===== src/rtl/pke_arb.sv =====
// pke_arb: two-port packet arbiter feeding the pke pipeline.
// Each grant covers one packet. The packet ends on a descriptor strobe
// (valid_wr) or when the watchdog expires. Frames are re-registered with
// one cycle of latency. Protocol violations and timeouts are counted.
module pke_arb #(
  parameter logic [9:0] TMO_CYC = 10'd1023
) (
  input  logic         clk,
  input  logic         rst,
  input  logic         cfg_prio_en,
  input  logic         in_arb0_req,
  input  logic [133:0] in_arb0_data,
  input  logic         in_arb0_data_wr,
  input  logic         in_arb0_valid,
  input  logic         in_arb0_valid_wr,
  input  logic         in_arb1_req,
  input  logic [133:0] in_arb1_data,
  input  logic         in_arb1_data_wr,
  input  logic         in_arb1_valid,
  input  logic         in_arb1_valid_wr,
  output logic         out_arb0_gnt,
  output logic         out_arb1_gnt,
  output logic [133:0] out_arb_data,
  output logic         out_arb_data_wr,
  output logic         out_arb_valid,
  output logic         out_arb_valid_wr,
  output logic [31:0]  arb_pkt0_cnt,
  output logic [31:0]  arb_pkt1_cnt,
  output logic [15:0]  arb_err_cnt
);

  typedef enum logic [1:0] {IDLE, GNT0, GNT1} state_t;

  localparam logic [1:0] FRM_FIRST  = 2'b01;
  localparam logic [1:0] FRM_MIDDLE = 2'b11;
  localparam logic [1:0] FRM_LAST   = 2'b10;

  // Per-port inputs packed so the granted port can be selected by index
  logic [1:0]   req;
  logic [1:0]   dwr;
  logic [1:0]   vwr;
  logic [1:0]   vld;
  logic [133:0] dat [2];

  for (genvar gi = 0; gi < 2; gi++) begin : g_port
    assign req[gi] = (gi == 0) ? in_arb0_req      : in_arb1_req;
    assign dwr[gi] = (gi == 0) ? in_arb0_data_wr  : in_arb1_data_wr;
    assign vwr[gi] = (gi == 0) ? in_arb0_valid_wr : in_arb1_valid_wr;
    assign vld[gi] = (gi == 0) ? in_arb0_valid    : in_arb1_valid;
    assign dat[gi] = (gi == 0) ? in_arb0_data     : in_arb1_data;
  end

  state_t       state_q, state_d;
  logic         last_srv_q, last_srv_d;
  logic         pkt_open_q, pkt_open_d;
  logic [9:0]   wdog_q, wdog_d;
  logic [133:0] data_q, data_d;
  logic         data_wr_q, data_wr_d;
  logic         valid_q, valid_d;
  logic         valid_wr_q, valid_wr_d;
  logic [31:0]  pkt0_cnt_q, pkt0_cnt_d;
  logic [31:0]  pkt1_cnt_q, pkt1_cnt_d;
  logic [15:0]  err_cnt_q, err_cnt_d;

  logic         err_evt;
  logic [1:0]   pkt_done;
  logic         sel_vld;
  logic         sel_port;
  logic         gnt_idx;
  logic         oth_idx;
  logic [1:0]   frame_typ;

  // Arbitration, frame checking, forwarding and watchdog
  always_comb begin
    state_d    = state_q;
    last_srv_d = last_srv_q;
    pkt_open_d = pkt_open_q;
    wdog_d     = '0;
    data_d     = '0;
    data_wr_d  = 1'b0;
    valid_d    = 1'b0;
    valid_wr_d = 1'b0;
    err_evt    = 1'b0;
    pkt_done   = 2'b00;
    gnt_idx    = (state_q == GNT1);
    oth_idx    = ~gnt_idx;
    frame_typ  = dat[gnt_idx][133:132];

    // A tie goes to port 1 under strict priority, else to the port not served last
    sel_vld  = 1'b0;
    sel_port = 1'b0;
    if (req[0] && req[1]) begin
      sel_vld  = 1'b1;
      sel_port = cfg_prio_en ? 1'b1 : ~last_srv_q;
    end else if (req[0]) begin
      sel_vld  = 1'b1;
      sel_port = 1'b0;
    end else if (req[1]) begin
      sel_vld  = 1'b1;
      sel_port = 1'b1;
    end

    case (state_q)
      IDLE: begin
        // Nobody holds a grant, so any strobe is a violation
        err_evt    = (|dwr) | (|vwr);
        pkt_open_d = 1'b0;
        if (sel_vld) begin
          state_d    = sel_port ? GNT1 : GNT0;
          last_srv_d = sel_port;
        end
      end
      GNT0, GNT1: begin
        if (valid_wr_q) begin
          // Descriptor went out last cycle: grant is finished, nothing is accepted
          err_evt           = (|dwr) | (|vwr);
          state_d           = IDLE;
          pkt_open_d        = 1'b0;
          pkt_done[gnt_idx] = 1'b1;
        end else begin
          err_evt = dwr[oth_idx] | vwr[oth_idx];
          if (dwr[gnt_idx]) begin
            if (frame_typ == FRM_FIRST) begin
              // A restart inside an open packet is passed on but flagged
              if (pkt_open_q) err_evt = 1'b1;
              data_wr_d  = 1'b1;
              data_d     = dat[gnt_idx];
              pkt_open_d = 1'b1;
            end else if (pkt_open_q && (frame_typ == FRM_MIDDLE || frame_typ == FRM_LAST)) begin
              data_wr_d = 1'b1;
              data_d    = dat[gnt_idx];
              if (frame_typ == FRM_LAST) pkt_open_d = 1'b0;
            end else begin
              err_evt = 1'b1;
            end
          end
          if (vwr[gnt_idx]) begin
            valid_wr_d = 1'b1;
            valid_d    = vld[gnt_idx];
          end
          if (!(dwr[gnt_idx] || vwr[gnt_idx])) begin
            if ((wdog_q + 10'd1) == TMO_CYC) begin
              // Stalled source: abandon the packet without a descriptor
              err_evt    = 1'b1;
              state_d    = IDLE;
              pkt_open_d = 1'b0;
            end else begin
              wdog_d = wdog_q + 10'd1;
            end
          end
        end
      end
      default: state_d = IDLE;
    endcase

    pkt0_cnt_d = pkt0_cnt_q + {31'd0, pkt_done[0]};
    pkt1_cnt_d = pkt1_cnt_q + {31'd0, pkt_done[1]};
    err_cnt_d  = err_cnt_q + {15'd0, err_evt};
  end

  // State, output and counter registers
  always_ff @(posedge clk) begin
    if (rst) begin
      state_q    <= IDLE;
      last_srv_q <= 1'b1;
      pkt_open_q <= 1'b0;
      wdog_q     <= '0;
      data_q     <= '0;
      data_wr_q  <= 1'b0;
      valid_q    <= 1'b0;
      valid_wr_q <= 1'b0;
      pkt0_cnt_q <= '0;
      pkt1_cnt_q <= '0;
      err_cnt_q  <= '0;
    end else begin
      state_q    <= state_d;
      last_srv_q <= last_srv_d;
      pkt_open_q <= pkt_open_d;
      wdog_q     <= wdog_d;
      data_q     <= data_d;
      data_wr_q  <= data_wr_d;
      valid_q    <= valid_d;
      valid_wr_q <= valid_wr_d;
      pkt0_cnt_q <= pkt0_cnt_d;
      pkt1_cnt_q <= pkt1_cnt_d;
      err_cnt_q  <= err_cnt_d;
    end
  end

  assign out_arb0_gnt     = (state_q == GNT0);
  assign out_arb1_gnt     = (state_q == GNT1);
  assign out_arb_data     = data_q;
  assign out_arb_data_wr  = data_wr_q;
  assign out_arb_valid    = valid_q;
  assign out_arb_valid_wr = valid_wr_q;
  assign arb_pkt0_cnt     = pkt0_cnt_q;
  assign arb_pkt1_cnt     = pkt1_cnt_q;
  assign arb_err_cnt      = err_cnt_q;

endmodule


===== config.mk =====
export PLATFORM = sky130hd
export DESIGN_NAME = pke_arb
export DESIGN_NICKNAME = d
export VERILOG_FILES = /design/src/rtl/pke_arb.sv
export SDC_FILE = /design/constraint.sdc
export NUM_CORES = 1
export LEC_CHECK = 0
export BUFFER_PORTS_ARGS = -buffer_cell sky130_fd_sc_hd__buf_2
export CAP_MARGIN = 25
export CORE_AREA = 2 2 192 194
export CTS_BUF_LIST = sky130_fd_sc_hd__clkbuf_16
export DETAILED_ROUTE_END_ITERATION = 8
export DIE_AREA = 0 0 194 196
export PLACE_DENSITY = 0.51
export SKIP_CTS_REPAIR_TIMING = 1
export SYNTH_ARGS = -nofsm -noshare
export SYNTH_HDL_FRONTEND = slang
export SYNTH_SLANG_ARGS = --single-unit
export TNS_END_PERCENT = 100

===== constraint.sdc =====
create_clock -name clk -period 5.33 [get_ports clk]
set_input_delay 0.2665 -clock clk [delete_from_list [all_inputs] [get_ports clk]]
set_output_delay 0.2665 -clock clk [all_outputs]
set_load 0.02 [all_outputs]

==> results.md <==
- After synthesis the cells add up to 9006 µm².
- The initial cell density of the core is 24.96%.
- The synthesized netlist devotes 2.501% of its cell area to compound gates.
- Summing over every cut layer, the via total after detailed routing is 9013.
- Derived from the worst setup path, the maximum achievable clock frequency is 0.2935 GHz.
- The worst hold path begins at in_arb0_data[120].
- Between clock sinks in the finished design, the worst skew comes to 30.90 ps.
- Of the total synthesized cell area, the portion taken by XOR and XNOR cells is 7.196%.
- The sum of negative setup slack is 0 ps.
- The iteration-0 DRC count of the detailed router is 268.
- The leakage power is 6.760 nW.
- In the routed layout, each cell is associated on average with a via count of 4.317.
- The startpoint kind of the worst setup timing path is a flop.
- The warning count from the yosys run is 0.
- The TritonCTS clock tree is built.
- The required arrival time at the worst endpoint is 5740 ps.
- The count of antenna-violating nets left after detailed routing is 0.
- The main combinational cell family by area after synthesis is simple AND/OR/NAND/NOR gates.
- After Yosys synthesis, and, or, nand and nor cells account for 18.96% of the synthesized area.
- The synthesized design contains 0 enable-type register cells.
- The register clock-pin slew on the reported worst setup and hold paths is 60 ps.
- The die is 194 µm wide.
- The floorplan die area is 38020 µm².
- Buffers inserted during clock tree synthesis total 28.
- The checks that failed: hold timing.
- In this run the worst path has a maximum fanout of 5.
- The worst setup path is captured at a flop.
- Global routing consumed, over all layers together, 15.94% of the routing resources.
- The initialized floorplan defines 70 standard-cell rows.
- For this block, the routed nets add up to 33.78 mm of wire.
- The layout overhead on the synthesized area is 64.14%.
- The start of the worst register-to-register path is wdog_q[0].
- The relative max-transition margin is 29.96%.
- The commonest cells after synthesis are dfxtp_1, nor2_1, mux2i_1.
- The logic depth of the worst register-to-register path is 15.
- The total power is 4.822 mW.
- After technology mapping, the gate count stands at 928.
- The residual overflow from global routing is 0.
- The final number of setup-violating endpoints is 0.
- The number of detailed-routing iterations run before antenna repair is 4.
- Traced cell by cell, the critical path runs through ha_1, nand3_1, xnor2_1, nand3_1, or4_4, o31ai_1, nand3_1, a21oi_1, ha_1, and3_1, nand2_1, nor2_1, nand3_1, xor2_1, nor2_1.
- The final weighted congestion in routability-driven placement is 0.9169.
- The count of final max-slew check failures is 0.
- The fraction of synthesized cell area taken by the top area cell type is 51.35%.
- For the pin with the worst max-slew slack, the measured transition is 1051 ps.
- The final critical-path required period is 3407 ps.
- The register bit count reported by yosys is 231.
- The count of maximum capacitance violations is 0.
- The post-route netlist has 34.47% of its cells at a drive strength greater than 1.
- Of the total synthesized cell area, the portion taken by full adders, half adders and majority gates is 1.667%.
- Fill cells in the final layout number 3628.
- The die is 196 µm tall.
- The number of global-route vias before repair came to 8021.
- Power spread over the standard cell area amounts to 326.2 nW/µm².
- The category of the critical setup timing path is flop to flop.
- Dividing the final minimum period by the clock period gives 63.93%.
- The clock insertion delay at the later pin of the skew report is 570 ps.
- STA puts the critical path data arrival time at 3820 ps.
- The layout net count is 1892.
- The netlist uses 42 different library cells.
- The worst hold path depth is 3.
- The net count of the mapped netlist is 1219.
- Of all flip-flops after synthesis, the portion carrying an async set or reset was 0%.
- The worst ir drop on vdd is 0.2172 mV.
- In this run the worst hold path is classified as input pin to flop.
- The worst hold slack is -42.93 ps.
- In this design, the critical path's most frequently occurring cell is nand3_1.
- Once detailed placement completed, the half-perimeter wirelength came to 25.45 mm.
- The DRC violation count after routing is 0.
- The highest cell delay on the worst timing path is 540 ps.
- The total area inside the core boundary comes to 36080 µm².
- The initial antenna violation count is 8.
- Among all cell types in the netlist, the one instantiated most often is dfxtp_1.
- The library cell with the largest summed area after synthesis is dfxtp_1.
- The average instance in the mapped netlist occupies 9.705 µm².
- Ranked by total cell area, the synthesized netlist is headed by dfxtp_1, mux2i_1, nor2_1.
- The depth of the CTS H-tree is 1.
- The count of clock tree sinks is 231.
- The run finished, with violations left.
- The highest-delay cell along the critical path is or4_4.
- In this run the worst setup path begins at wdog_q[0].
- For this run, the leading register cell type out of synthesis is dfxtp_1.
- The clock passes through at most 3 buffers.
- The final count of hold timing violations is 15.
- Dividing the detail-routed wire length by the instance count gives 16.18 µm.
- The number of I/O port buffers is 497.
- Setup repair after global routing left no endpoint under its margin.
- The largest net degree at the start of global routing is 99.
- The mux share of post-synthesis cell area is 15.48%.
- The fraction of the yosys area taken by sequential cells is 51.35%.
- The first global-routing pass estimated 47.04 mm of wire.
- The root buffer cell chosen for the clock tree is clkbuf_16.
- During I/O placement, the number of pins put on the boundary was 498.
==> stage by stage <==
| step | util [%] | setup slack [ps] | hold slack, ps | area, µm² | std cells |
|---|---|---|---|---|---|
| 6_report | 40.97 | 1923 | -42.93 | 14780 | 2088 |
| 5_1_grt | 40.97 | 1625 | -48.15 | 14780 | 2088 |
| 4_1_cts | 35.64 | 1904 | -98.27 | 12860 | 1897 |
| 3_5_place_dp | 33.03 | 1945 | 486.1 | 11920 | 1849 |
| 3_3_place_gp | 33.03 | 2052 | 478.1 | 11920 | 1849 |
| 2_1_floorplan | - | 1794 | 404.4 | 9006 | 928 |
==> power by group <==
part,switching (mW),internal [mW]
Sequential,0.0301,1.79
Combinational,0.517,0.560
Clock,0.769,1.16
==> cell families (layout without fill, tap and decap cells) <==
| family | count (synthesis) | in the layout |
|---|---|---|
| other | 0 | 1 |
| DFF | 231 | 231 |
| and+or+nand+nor | 376 | 376 |
| adders and majority gates | 12 | 12 |
| muxes | 139 | 139 |
| buffers and inverters | 59 | 750 |
| AOI/OAI and AO/OA | 37 | 37 |
| xor gates and xnor gates | 74 | 74 |
==> placed cells by master (no fill, tap or decap), types with 2 or more instances in the layout <==
master,n
dfxtp_1,231
ha_1,11
mux2_2,2
nand2_1,32
nor2_1,221
nand4_1,11
inv_1,11
o31ai_1,2
buf_2,497
clkinv_1,3
o32ai_1,2
nand3_1,39
a21oi_1,12
nor4_1,5
buf_4,5
nor2b_1,9
or3_1,9
xnor2_1,26
nor3b_1,2
clkinv_2,6
clkbuf_16,28
and2_1,7
nand2b_1,2
mux2i_1,137
dlygate4sd3_1,189
clkinvlp_4,3
nor3_1,11
and4_1,5
xor2_1,48
o21ai_0,13
or2_2,2
bufinv_16,4
and3_1,16
==> worst paths after layout <==
kind | endpoint | slack (ps)
setup / recovery | arb_err_cnt[15] | 1920
hold / removal | out_arb_data[120] | -40
setup reg to reg | arb_err_cnt[15] | 1920
hold reg to reg | arb_pkt0_cnt[25] | 500
==> sequential cells by signal (all words and copies together), names as in the netlist <==
signal / cells
arb_pkt1_cnt: 32
arb_pkt0_cnt: 32
arb_err_cnt: 16
state_q: 2
pkt_open_q: 1
out_arb_data_wr: 1
out_arb_valid_wr: 1
out_arb_valid: 1
out_arb_data: 134
wdog_q: 10
last_srv_q: 1
==> cell type report <==
class / count / area, µm² / area share (%)
inverters: 10 / 37.54 / 0.2539
clock inverters: 20 / 242.7 / 1.642
multi-input cells: 638 / 4145 / 28.04
repair buffers: 692 / 4444 / 30.06
well taps: 468 / 585.6 / 3.961
diodes: 1 / 2.502 / 0.01693
clock buffers: 28 / 700.7 / 4.740
flip-flops and latches: 231 / 4624 / 31.28
==> layer usage <==
layer | share of wire [%] | track usage, %
met2 | 51 | 28.50
met5 | 0.15 | 0
met3 | 6.5 | 3.799
met1 | 39 | 18.71
met4 | 2.8 | 5.191
==> critical path: cells and delay by family, from the launching register on <==
kind,cells,cell delay (ps)
xor gates and xnor gates,2,350
AOI/OAI and AO/OA,2,400
DFF,1,430
and+or+nand+nor,9,1590
adders and majority gates,2,470
Note: power is estimated with default switching activity, not from simulation.
